### config.mk
export PLATFORM = sky130hd
export DESIGN_NAME = cordic_pipe
export DESIGN_NICKNAME = d
export VERILOG_FILES = /design/src/rtl/cordic_pipe.sv
export SDC_FILE = /design/constraint.sdc
export NUM_CORES = 2
export LEC_CHECK = 0
export ABC_CLOCK_PERIOD_IN_PS = 4000
export BUFFER_PORTS_ARGS = -buffer_cell sky130_fd_sc_hd__buf_2
export CAP_MARGIN = 0
export CORE_MARGIN = 2
export CORE_UTILIZATION = 60
export CTS_BUF_LIST = sky130_fd_sc_hd__clkbuf_2
export CTS_CLUSTER_DIAMETER = 40
export DETAILED_ROUTE_END_ITERATION = 12
export GPL_TIMING_DRIVEN = 0
export PLACE_DENSITY = 0.8
export SLEW_MARGIN = 20
export SYNTH_ARGS = -nofsm -noshare
export SYNTH_HDL_FRONTEND = slang
export SYNTH_SLANG_ARGS = --single-unit
export TNS_END_PERCENT = 50
### constraint.sdc
create_clock -name clk -period 4 [get_ports clk]
set_input_delay 0.2 -clock clk [delete_from_list [all_inputs] [get_ports clk]]
set_output_delay 0.2 -clock clk [all_outputs]
set_load 0.02 [all_outputs]
### src/rtl/cordic_pipe.sv
// CORDIC pipeline: a registered quadrant pre-rotation stage followed by
// STAGES micro-rotation stages. It runs in rotation mode (drive z to 0) or
// vectoring mode (drive y to 0). There is no gain compensation.
// The whole pipeline shares one enable. A stalled output freezes every
// stage, and an empty output slot lets the pipeline move.
module cordic_pipe #(
    parameter int DWIDTH = 16,
    parameter int STAGES = 14,
    parameter int TAGW   = 4
) (
    input  logic                     clk,
    input  logic                     reset,
    input  logic                     in_valid,
    output logic                     in_ready,
    input  logic                     in_mode,
    input  logic [TAGW-1:0]          in_tag,
    input  logic signed [DWIDTH-1:0] in_x,
    input  logic signed [DWIDTH-1:0] in_y,
    input  logic signed [DWIDTH-1:0] in_z,
    output logic                     out_valid,
    input  logic                     out_ready,
    output logic                     out_mode,
    output logic [TAGW-1:0]          out_tag,
    output logic signed [DWIDTH-1:0] out_x,
    output logic signed [DWIDTH-1:0] out_y,
    output logic signed [DWIDTH-1:0] out_z
);

    // Angle scale: 1 rad = 2^(DWIDTH-3) LSB, so pi/2 = round(pi * 2^(DWIDTH-4)).
    localparam real PI = 3.14159265358979323846;
    localparam int HALF_PI_INT = $rtoi(PI * $itor(1 << (DWIDTH - 4)) + 0.5);
    localparam logic signed [DWIDTH-1:0] HALF_PI = HALF_PI_INT[DWIDTH-1:0];

    // Index 0 is the pre-rotation register. Index STAGES drives the outputs.
    logic                     r_valid [0:STAGES];
    logic                     r_mode  [0:STAGES];
    logic [TAGW-1:0]          r_tag   [0:STAGES];
    logic signed [DWIDTH-1:0] r_x     [0:STAGES];
    logic signed [DWIDTH-1:0] r_y     [0:STAGES];
    logic signed [DWIDTH-1:0] r_z     [0:STAGES];

    logic signed [DWIDTH-1:0] w_xNext [0:STAGES-1];
    logic signed [DWIDTH-1:0] w_yNext [0:STAGES-1];
    logic signed [DWIDTH-1:0] w_zNext [0:STAGES-1];

    logic                     w_advance;
    logic signed [DWIDTH-1:0] w_preX;
    logic signed [DWIDTH-1:0] w_preY;
    logic signed [DWIDTH-1:0] w_preZ;

    // Empty slots never stall the pipe. Only a held, unconsumed result does.
    assign w_advance = !r_valid[STAGES] || out_ready;
    assign in_ready  = w_advance;

    assign out_valid = r_valid[STAGES];
    assign out_mode  = r_mode[STAGES];
    assign out_tag   = r_tag[STAGES];
    assign out_x     = r_x[STAGES];
    assign out_y     = r_y[STAGES];
    assign out_z     = r_z[STAGES];

    // Quadrant pre-rotation by +-pi/2 so the micro-rotations only cover +-pi/2.
    always_comb begin
        w_preX = in_x;
        w_preY = in_y;
        w_preZ = in_z;
        if (!in_mode) begin
            if (in_z > HALF_PI) begin
                w_preX = -in_y;
                w_preY = in_x;
                w_preZ = in_z - HALF_PI;
            end else if (in_z < -HALF_PI) begin
                w_preX = in_y;
                w_preY = -in_x;
                w_preZ = in_z + HALF_PI;
            end
        end else if (in_x[DWIDTH-1]) begin
            if (!in_y[DWIDTH-1]) begin
                w_preX = in_y;
                w_preY = -in_x;
                w_preZ = in_z + HALF_PI;
            end else begin
                w_preX = -in_y;
                w_preY = in_x;
                w_preZ = in_z - HALF_PI;
            end
        end
    end

    for (genvar i = 0; i < STAGES; i++) begin : g_stage
        localparam int ATAN_INT =
            $rtoi($atan(1.0 / $itor(1 << i)) * $itor(1 << (DWIDTH - 3)) + 0.5);
        localparam logic signed [DWIDTH-1:0] ATAN_I = ATAN_INT[DWIDTH-1:0];

        logic w_dPos;

        // Rotation steers z toward zero. Vectoring steers y toward zero.
        assign w_dPos = r_mode[i] ? r_y[i][DWIDTH-1] : !r_z[i][DWIDTH-1];

        assign w_xNext[i] = w_dPos ? (r_x[i] - (r_y[i] >>> i)) : (r_x[i] + (r_y[i] >>> i));
        assign w_yNext[i] = w_dPos ? (r_y[i] + (r_x[i] >>> i)) : (r_y[i] - (r_x[i] >>> i));
        assign w_zNext[i] = w_dPos ? (r_z[i] - ATAN_I) : (r_z[i] + ATAN_I);
    end

    // All stage registers shift together on advance. Reset empties the pipe.
    always_ff @(posedge clk or negedge reset) begin
        if (!reset) begin
            for (int s = 0; s <= STAGES; s++) begin
                r_valid[s] <= 1'b0;
                r_mode[s]  <= 1'b0;
                r_tag[s]   <= '0;
                r_x[s]     <= '0;
                r_y[s]     <= '0;
                r_z[s]     <= '0;
            end
        end else if (w_advance) begin
            r_valid[0] <= in_valid;
            r_mode[0]  <= in_mode;
            r_tag[0]   <= in_tag;
            r_x[0]     <= w_preX;
            r_y[0]     <= w_preY;
            r_z[0]     <= w_preZ;
            for (int s = 0; s < STAGES; s++) begin
                r_valid[s+1] <= r_valid[s];
                r_mode[s+1]  <= r_mode[s];
                r_tag[s+1]   <= r_tag[s];
                r_x[s+1]     <= w_xNext[s];
                r_y[s+1]     <= w_yNext[s];
                r_z[s+1]     <= w_zNext[s];
            end
        end
    end

endmodule

==> impl_metrics.py <==
metrics = {
    "status": {
        "outcome": "complete, but fails checks",
        "violations": "setup timing",
    },
    "placed_design": {
        "gp_congestion": 1.011,
        "placed_area_um2": 66190,
        "port_buffers": 90,
        "hpwl_um": 158900,
    },
    "hold_path": {
        "hp-class": "in2reg",
    },
    "floorplan": {
        "start_util_pct": 60.51,
        "rows": 119,
        "die_y_um": 329.8,
        "die_area_um2": 108800,
        "boundaryPins": 112,
        "die_w_um": 329.8,
        "core_area_um2": 105300,
    },
    "sta": {
        "finalWorstSetupSlack_ns": -0.04684,
        "finalCritPeriodShare_pct": 101.2,
        "fin_crit_ns": 4.047,
        "relSlewSlack_pct": 12.79,
        "setup_viol": 1,
        "slew_violations": 0,
        "fmax_mhz": 247.1,
        "hold_viol": 0,
        "fin_worst_skew_ns": 0.1951,
        "worst_slew_pin_slew_ns": 1.308,
        "rsz0062_at_grt": "true",
    },
    "job": {
        "drv_cap": 0,
    },
    "cts": {
        "cts_root_buf": "clkbuf_2",
        "clk_pin_slew_ns": 0.10,
        "cts_tree": "built",
        "clock-sinks": 809,
        "htreeDepth": 4,
        "clk_latency_ns": 1.76,
        "cts_buffers": 221,
        "clock_path_buffers": 3,
    },
    "synthesis": {
        "synth_top_area_share_pct": 31.78,
        "syn_nets": 8562,
        "synthesis.instances": 7780,
        "synthDistinctLibCells": 86,
        "synth_seq_area_share_pct": 31.78,
        "synth.avg_cell_area_um2": 8.187,
        "ys.flop_type": "dfrtp_1",
        "synth_area_um2": 63700,
        "yosys.area.top_type": "dfrtp_1",
        "ys_ff_latch": 809,
        "synth_area_leaders": "dfrtp_1 32%, ha_1 13%, a21oi_1 6.9%",
        "synth_edf_count": 0,
        "async_flop_share_pct": 100.0,
        "yosysWarnings": 0,
    },
    "drt": {
        "first_pass_iters": 8,
        "drc": 0,
        "vias": 61160,
        "drt_wl_total_um": 216000,
        "drtAntennaViolNets": 0,
        "wl_per_cell_um": 21.82,
        "vias_per_cell": 6.179,
        "drt-initial-drc-count": 6114,
    },
    "global_route": {
        "antenna_found_initial": 12,
        "grtUsageTotal_pct": 39.29,
        "grt_max_degree": 132,
        "grt_pass1_wl_um": 331200,
        "overflow": 0,
        "grt_pass1_vias": 58670,
    },
    "final_layout": {
        "nFillCells": 8863,
        "areaGrowthSynthToFinish_pct": 12.01,
        "final_cell_mix": "1097 x nand2_1, 855 x a21oi_1, 835 x nor2_1, 797 x dfrtp_1, 681 x ha_1",
        "finalInstanceArea_um2": 71340,
        "final_common_cell": "nand2_1",
        "drive_gt1_share_pct": 9.713,
        "final_nets": 9109,
    },
    "setup_path": {
        "cp_num_buf_inv": 5,
        "cp.arrival_ns": 5.62,
        "worst_setup_path_end_kind": "flip-flop",
        "crit_type": "reg2reg",
        "crit_slowest_cell": "clkbuf_2",
        "crit_required_ns": 5.57,
        "cp_max_fo": 11,
        "crit_family": "buffers and inverters",
        "crit_chain": "nor2b_4 > clkbuf_4 > clkbuf_2 > clkbuf_2 > clkbuf_1 > nand2_1 > o21ai_0 > dlygate4sd3_1",
        "startpoint_type": "flip-flop",
        "max_stage_delay_ns": 0.62,
        "crit_top_cell": "clkbuf_2",
    },
}
-- synthesized netlist by cell type, types with 33 or more instances --
master and instances:
clkbuf_1 271, nor2b_1 67, and2_1 33, or2_2 40, xor2_1 302, xnor2_1 428
fa_1 43, inv_1 341, nand2b_1 62, nand3_1 89, o31ai_1 74, or3_1 81
buf_4 53, and3_1 39, nor3_1 211, a211oi_1 48, ha_1 682, o21bai_1 69
dfrtp_1 809, o21a_1 46, a21o_1 152, nand2_1 1097, a21oi_1 872, a31oi_1 69
o21ai_0 458, nor2_1 836
-- stage by stage --
step                hold WS, ns  std cells  util [%]  worst slack, ns  setup TNS, ns
floorplan              -0.09559       7780         -         -0.01044       -0.01044
global placement         0.4007       9261     62.59           -14.55              -
detailed placement       0.2407       9272     62.88           -1.211         -87.86
CTS                    0.001629       9874     67.32         -0.02906       -0.02906
global route            0.04083       9894     67.77         -0.09242        -0.4452
finish                  0.08615       9898     67.77         -0.04684       -0.04684
-- worst register-to-register path, cell delays in order (launching register included) --
cell	delay [ns]
dfrtp_1	0.36
nor2b_4	0.43
clkbuf_4	0.53
clkbuf_2	0.49
clkbuf_2	0.63
clkbuf_1	0.56
nand2_1	0.21
o21ai_0	0.19
dlygate4sd3_1	0.60
-- sequential cells by signal (all words and copies together), names as in the netlist --
signal / cells
r_x: 223
out_tag: 4
r_tag: 56
out_y: 16
out_valid: 1
r_z: 224
r_valid: 14
out_mode: 1
out_x: 16
out_z: 16
r_y: 224
r_mode: 14
-- layer usage --
layer | part of all wire (%) | wire [um] | track usage, %
met1 | 40 | 86320 | 51.43
met2 | 43 | 93150 | 59.43
met3 | 11 | 22870 | 9.314
met4 | 6.3 | 13600 | 23.06
met5 | 0.031 | 67 | 0
-- timing repair --
| item | 4_1_cts | 5_1_grt |
|---|---|---|
| endpoints found under the setup margin | 299 | 89 |
| hold endpoints to repair | 983 | 0 |
| cloned | 0 | 0 |
| hold buffers | 213 | 0 |
| pin swaps | 6 | 10 |
| gates resized for setup | 130 | 100 |
| buffers inserted | 9 | 14 |
-- final timing paths --
path	start	to	slack, ns	depth (start not counted)
setup / recovery	out_valid	r_z[230]	-0.05	8
hold / removal	in_y[13]	r_x[237]	0.09	5
setup reg to reg	out_valid	r_z[230]	-0.05	8
hold reg to reg	r_valid[2]	r_valid[1]	0.40	2
max in group asynchronous	reset	r_y[218]	1.97	7
min in group asynchronous	reset	r_x[84]	0.27	5
-- cell families after synthesis --
family	after synthesis	synth area share, %
AND/OR/NAND/NOR	2661	18.16
AO/OA/AOI/OAI	2104	19.90
flip-flops	809	31.78
XOR/XNOR	730	10.04
adder cells (fa/ha/maj)	725	14.75
buffers and inverters	698	4.469
multiplexers	53	0.9016
-- cell type report --
class	instances	area, um2	area share (%)
inverter	345	1330	1.864
clock buffer	313	1567	2.196
timing repair buffer	337	3034	4.253
sequential	809	20260	28.40
buffer	340	1707	2.392
antenna	13	32.53	0.04560
clock inverter	77	455.4	0.6384
multi-input combinational	6273	41220	57.78
tap	1391	1740	2.439
Power is not shown: default switching activity piles up to over one toggle a cycle in this logic, so the estimate is an artifact.
